===== config.mk =====
export PLATFORM = sky130hd
export DESIGN_NAME = uart_tx_flat
export DESIGN_NICKNAME = d
export VERILOG_FILES = /design/src/rtl/uart_tx_if.sv /design/src/rtl/uart_tx.sv /design/src/flat_wrapper.sv
export SDC_FILE = /design/constraint.sdc
export NUM_CORES = 1
export LEC_CHECK = 0
export CAP_MARGIN = 30
export CORE_UTILIZATION = 49
export CTS_CLUSTER_DIAMETER = 120
export CTS_CLUSTER_SIZE = 8
export DETAILED_ROUTE_END_ITERATION = 7
export GPL_TIMING_DRIVEN = 0
export HOLD_SLACK_MARGIN = 0.08
export PLACE_DENSITY_LB_ADDON = 0.3
export SYNTH_ARGS = -nofsm -noshare
export SYNTH_HDL_FRONTEND = slang
export SYNTH_SLANG_ARGS = --single-unit

===== constraint.sdc =====
create_clock -name clk -period 2.21 [get_ports clk]
set_input_delay 0.442 -clock clk [delete_from_list [all_inputs] [get_ports clk]]
set_output_delay 0.442 -clock clk [all_outputs]
set_load 0.02 [all_outputs]

===== src/rtl/uart_tx_if.sv =====
// Byte handshake into the UART transmitter: valid/data from the producer, ready back.
interface uart_tx_if;
  logic       in_valid;
  logic [7:0] data_in;
  logic       in_ready;

  modport master (output in_valid, output data_in, input  in_ready);
  modport slave  (input  in_valid, input  data_in, output in_ready);
endinterface


===== src/rtl/uart_tx.sv =====
// UART transmitter: start, 8 data bits MSB first, stop, guard; CLKS_PER_BIT clocks per bit.
// Optional input FIFO enabled by defining UART_TX_FIFO_EN.
module uart_tx #(
  parameter int CLKS_PER_BIT = 1,
  parameter int FIFO_DEPTH   = 4
) (
  input  logic       clk,
  input  logic       rst_n,
  uart_tx_if.slave   s,
  output logic       tx,
  output logic       busy,
  output logic       tx_done
);

  localparam logic [2:0] IDLE  = 3'd0;
  localparam logic [2:0] START = 3'd1;
  localparam logic [2:0] DATA  = 3'd2;
  localparam logic [2:0] STOP  = 3'd3;
  localparam logic [2:0] GUARD = 3'd4;

  localparam logic [7:0] LAST = 8'(CLKS_PER_BIT - 1);

  if (CLKS_PER_BIT < 1 || CLKS_PER_BIT > 255) begin : g_cpb_err
    $error("uart_tx: CLKS_PER_BIT out of range");
  end
  if (FIFO_DEPTH < 2 || FIFO_DEPTH > 16 || (FIFO_DEPTH & (FIFO_DEPTH - 1)) != 0) begin : g_depth_err
    $error("uart_tx: FIFO_DEPTH must be a power of two in 2..16");
  end

  logic [2:0] state, state_n;
  logic [7:0] cnt, cnt_n;
  logic [2:0] idx, idx_n;
  logic [7:0] shreg, shreg_n;
  logic       tx_d;
  logic       bit_end, guard_end, load_rdy;
  logic       load;
  logic [7:0] load_data;

  assign bit_end   = (cnt == LAST);
  assign guard_end = (state == GUARD) && bit_end;
  // Loading at the guard's last cycle keeps back-to-back frames gap-free.
  assign load_rdy  = (state == IDLE) || guard_end;

`ifdef UART_TX_FIFO_EN
  localparam int AW = $clog2(FIFO_DEPTH);

  logic [7:0]  mem [FIFO_DEPTH];
  logic [AW-1:0] wp, rp;
  logic [AW:0]   count;
  logic          full, empty, push, pop;

  assign full      = (count == (AW+1)'(FIFO_DEPTH));
  assign empty     = (count == '0);
  assign s.in_ready = rst_n && !full;
  assign push      = s.in_valid && s.in_ready;
  assign pop       = load_rdy && !empty;
  assign load      = pop;
  assign load_data = mem[rp];
  assign busy      = (state != IDLE) || !empty;

  always_ff @(posedge clk) begin
    if (push) mem[wp] <= s.data_in;
  end

  always_ff @(posedge clk or negedge rst_n) begin
    if (!rst_n) begin
      wp    <= '0;
      rp    <= '0;
      count <= '0;
    end else begin
      if (push) wp <= wp + 1'b1;
      if (pop)  rp <= rp + 1'b1;
      count <= count + (AW+1)'(push) - (AW+1)'(pop);
    end
  end
`else
  assign s.in_ready = rst_n && load_rdy;
  assign load       = s.in_valid && s.in_ready;
  assign load_data  = s.data_in;
  assign busy       = (state != IDLE);
`endif

  always_comb begin
    state_n = state;
    cnt_n   = bit_end ? 8'd0 : cnt + 8'd1;
    idx_n   = idx;
    shreg_n = shreg;
    case (state)
      IDLE: begin
        cnt_n = 8'd0;
        if (load) begin
          state_n = START;
          shreg_n = load_data;
        end
      end
      START: if (bit_end) begin
        state_n = DATA;
        idx_n   = 3'd0;
      end
      DATA: if (bit_end) begin
        shreg_n = {shreg[6:0], 1'b0};
        idx_n   = idx + 3'd1;
        if (idx == 3'd7) state_n = STOP;
      end
      STOP: if (bit_end) state_n = GUARD;
      GUARD: if (bit_end) begin
        if (load) begin
          state_n = START;
          shreg_n = load_data;
        end else begin
          state_n = IDLE;
        end
      end
      default: state_n = IDLE;
    endcase
  end

  // tx is registered from the next state so the line changes on the same edge as the FSM.
  always_comb begin
    tx_d = 1'b1;
    if (state_n == START)     tx_d = 1'b0;
    else if (state_n == DATA) tx_d = shreg_n[7];
  end

  always_ff @(posedge clk or negedge rst_n) begin
    if (!rst_n) begin
      state   <= IDLE;
      cnt     <= '0;
      idx     <= '0;
      shreg   <= '0;
      tx      <= 1'b1;
      tx_done <= 1'b0;
    end else begin
      state   <= state_n;
      cnt     <= cnt_n;
      idx     <= idx_n;
      shreg   <= shreg_n;
      tx      <= tx_d;
      tx_done <= guard_end;
    end
  end

endmodule


===== src/flat_wrapper.sv =====
// flat-port wrapper written by rule: the top's interface ports become plain ports
module uart_tx_flat 
#(
  parameter int CLKS_PER_BIT = 1,
  parameter int FIFO_DEPTH   = 4
)
  (clk, rst_n, tx, busy, tx_done, s_in_valid, s_data_in, s_in_ready);
  uart_tx_if s_i ();
  input  logic clk;
  input  logic rst_n;
  output logic tx;
  output logic busy;
  output logic tx_done;
  input wire logic [$bits(s_i.in_valid)-1:0] s_in_valid;
  input wire logic [$bits(s_i.data_in)-1:0] s_data_in;
  output wire logic [$bits(s_i.in_ready)-1:0] s_in_ready;
  assign s_i.in_valid = s_in_valid;
  assign s_i.data_in = s_data_in;
  assign s_in_ready = s_i.in_ready;
  uart_tx #(.CLKS_PER_BIT(CLKS_PER_BIT), .FIFO_DEPTH(FIFO_DEPTH)) u_core (.clk(clk), .rst_n(rst_n), .s(s_i), .tx(tx), .busy(busy), .tx_done(tx_done));
endmodule

==> summary by stage <==
CTS
The buffer depth of the longest clock path is 2. The number of levels the H-tree was split into is 1. In this run, CTS created clock tree buffers numbering 3. TritonCTS built the clock tree. The cell chosen for the clock root is sky130_fd_sc_hd__clkbuf_4. The later pin in the worst-skew pair is clocked with a latency of 320 ps. The tree built by TritonCTS fans out to 24 sinks. After clock tree synthesis, the clock-pin slew on the worst setup and hold paths is 120 ps.

Timing
Headroom to the max-slew limit came out at 70.4%. The number of pins exceeding their max-slew limit in the final report is 0. Setup repair after global routing could not meet its margin everywhere. The setup violation total in the final timing report is 5. The hold violation count in the final report came to 0. The clock arrives with 18.5 ps of skew. The final critical path takes up 109% of the cycle. The post-layout minimum cycle time is 2420 ps.

The worst hold slack across all endpoints is 165 ps. The worst-case setup margin in the final layout is -208 ps. At the pin with the least slew margin, the transition time is 437 ps. Static timing analysis puts the maximum clock frequency at 414 MHz.

Yosys
In the synthesized netlist the async set-or-reset flop fraction comes to 100%. The yosys synthesis warning count is 0. Yosys mapped a number of flops with a built-in enable equal to 0. Sequential elements use 48.1% of the synthesized area. In the synthesized netlist, the number of instances is 125.

Synthesis produced a netlist with a net count of 140. The post-synthesis cell type count is 38. The largest total area in the synthesized netlist belongs to sky130_fd_sc_hd__dfrtp_1. The area of the mapped netlist is 1250 µm². In the post-synthesis netlist, the biggest area contributors are sky130_fd_sc_hd__dfrtp_1 (46%), sky130_fd_sc_hd__a22o_1 (4.9%), sky130_fd_sc_hd__nor2_1 (4.5%). Of the post-synthesis cell area, the dominant cell type holds 46.0%. The synthesized area divided by synthesized cell count is 10.0 µm². The synthesized flop and latch total is 24. The leading register cell type out of synthesis is sky130_fd_sc_hd__dfrtp_1.

GRT
The largest net degree at the start of global routing is 22. The global router's overall resource usage is 21.0%. The first-pass GRT wire length is 4.23 mm. The initial antenna violation count is 0. The number of global-route vias before repair is 988. After global routing the overflow that remains totals 0.

Finish
In the layout the commonest cells are sky130_fd_sc_hd__dfrtp_1 (22), sky130_fd_sc_hd__nor2_1 (13), sky130_fd_sc_hd__nand2_1 (11), sky130_fd_sc_hd__clkdlybuf4s50_1 (11), sky130_fd_sc_hd__buf_4 (11). The post-route netlist has 22.6% of its cells at a drive strength greater than 1. The layout has 176 filler cells.

The number of antenna diodes in the final layout is 0. Leaving out fill and tap cells, the most frequent cell in the layout is sky130_fd_sc_hd__dfrtp_1. The net total in the final layout is 171. Once layout is done, the placed cells without fillers occupy 1640 µm². The finished layout holds 183 standard cells, fillers aside. From synthesis to final layout, the design area changed by 30.7%.

Floorplanning
In this run the standard cell core region covers 2320 µm². The starting density of the core is 54.0%. The area of the die is 2760 µm².

The number of top-level pins is 15. From bottom edge to top edge, the die measures 52.5 µm. The overall die width is 52.5 µm. The standard-cell row count is 17.

Run status
The final reports fail on setup timing. The flow ran to the end, but the final reports show violations.

Power
The power density of the placed cells is 975 nW/µm². The static leakage power is 0.000821 µW. The total power of the final layout is 1590 µW. The worst-case vdd ir drop is 0.651 mV.

Placement
Detailed placement finished with a half-perimeter wire length of 1.72 mm. Routability-driven placement finished with a final weighted congestion of 0.860. In this run, placement finished with an instance count of 168. After detailed placement, the total cell area comes to 1450 µm².

The count of input and output buffers is 14.

Hold path
The path class of the lowest-slack min-delay path is in -> async.

Drt
The routed length on met1 is 1.14 mm. The routed length on met3 is 57 µm. The post-route antenna net violation count is 0. The total length of routed wires is 2.51 mm. In the routed design, unresolved DRC markers number 0. The final route contains 1,010 vias. The routed design uses 1.29 mm of met2 wire.

The number of DRC markers after the initial detailed-route iteration is 15. The number of optimization iterations in the first detailed-route pass is 4. Dividing the detail-routed wire length by the instance count gives 13.7 µm. The via count normalized by instance count is 5.52. The highest metal layer used by the detailed router is met4.

Worst setup path
The arrival time at the worst endpoint is 1980 ps. The required time reported for the critical path endpoint is 1770 ps. The type of the worst setup path is reg -> out. The critical path launch point type is a register. The worst setup path is captured at a primary output.

The maximum fanout along the worst path is 6.

Job
The max-capacitance violation count is 0.
cell families (layout without fill, tap and decap cells):
logic type                 count (synthesis)  in the layout  share of synthesized area [%]
and+or+nand+nor                           49             49                           19.5
AOI/OAI and AO/OA                         26             26                           15.9
DFF                                       24             24                           48.1
buffers and inverters                     11             41                           4.00
xor gates and xnor gates                   6              6                           4.20
adders and majority gates                  5              5                           4.90
muxes                                      4              4                           3.40
cell type report:
type | instances | area (µm²) | share of cell area [%]
Buffer | 4 | 25.0 | 1.53
Clock buffer | 3 | 22.5 | 1.38
Clock inverter | 1 | 30.0 | 1.84
Inverter | 6 | 22.5 | 1.38
Multi-Input combinational cell | 90 | 637 | 38.9
Sequential cell | 24 | 603 | 36.9
Tap cell | 28 | 35.0 | 2.14
Timing Repair Buffer | 27 | 260 | 15.9
path summary, 6_finish.rpt:
check / start / to / slack [ps] / depth (start not counted)
max: u_core.cnt[0] / s_in_ready / -210 / 7
min: rst_n / u_core.idx[1] / 170 / 1
max reg2reg: u_core.cnt[0] / u_core.tx / -90 / 8
min reg2reg: u_core.shreg[4] / u_core.shreg[4] / 500 / 1
max in group asynchronous: rst_n / u_core.tx / 1540 / 2
min in group clk: u_core.shreg[4] / u_core.shreg[4] / 500 / 1
Yosys cell counts (2+ instances only):
cell / number
sky130_fd_sc_hd__and3_1: 2
sky130_fd_sc_hd__nand3_1: 5
sky130_fd_sc_hd__dfrtp_1: 23
sky130_fd_sc_hd__a21o_1: 6
sky130_fd_sc_hd__xor2_1: 5
sky130_fd_sc_hd__o21ai_0: 3
sky130_fd_sc_hd__a22o_1: 7
sky130_fd_sc_hd__nor2_1: 15
sky130_fd_sc_hd__mux2_2: 2
sky130_fd_sc_hd__nor2b_1: 3
sky130_fd_sc_hd__clkbuf_1: 2
sky130_fd_sc_hd__a31oi_1: 3
sky130_fd_sc_hd__a21oi_1: 2
sky130_fd_sc_hd__mux2i_1: 2
sky130_fd_sc_hd__ha_1: 4
sky130_fd_sc_hd__inv_1: 6
sky130_fd_sc_hd__nor3_1: 4
sky130_fd_sc_hd__nand2_1: 11
what timing repair did:
item	CTS	global route
endpoints found under the hold margin	0	0
setup buffers	6	6
setup endpoints to repair	12	11
hold buffers	0	0
pin swaps	3	5
gates resized for setup	11	8
state kept, by name, summed over array words and instances, names as in the netlist:
signal	cells
u_core.tx	1
u_core.state	3
u_core.cnt	8
u_core.idx	3
u_core.tx_done	1
u_core.shreg	8
metrics by stage:
step                setup slack, ps  TNS [ps]  util [%]
global route                   -317     -1490      70.5
floorplan                     -99.2      -113         -
CTS                            -215     -1280      67.2
detailed placement             -757     -6850      62.7
global placement              -1150    -11150      61.5
finish                         -208      -355      70.5
layer usage:
metal  track usage (%)  up-vias
li1                  -      503
met1              26.8      493
met2              35.9       12
met3              2.61        2
met4              7.89        0
met5                 0        -
where the power goes:
group / leakage, µW / total, µW / switching, µW / internal, µW
registers: 0.000314 / 642 / 82.6 / 560
clock network: 0.0000279 / 319 / 136 / 183
logic: 0.000478 / 632 / 325 / 308
worst max-delay path, stage by stage, from the launching register on:
cell                      delay [ps]
sky130_fd_sc_hd__dfrtp_1         400
sky130_fd_sc_hd__inv_1            60
sky130_fd_sc_hd__ha_1            130
sky130_fd_sc_hd__or4b_4          450
sky130_fd_sc_hd__or2_1           240
sky130_fd_sc_hd__buf_6           140
sky130_fd_sc_hd__a21oi_2         110
sky130_fd_sc_hd__buf_4           150
(Power assumes the default switching activity.)
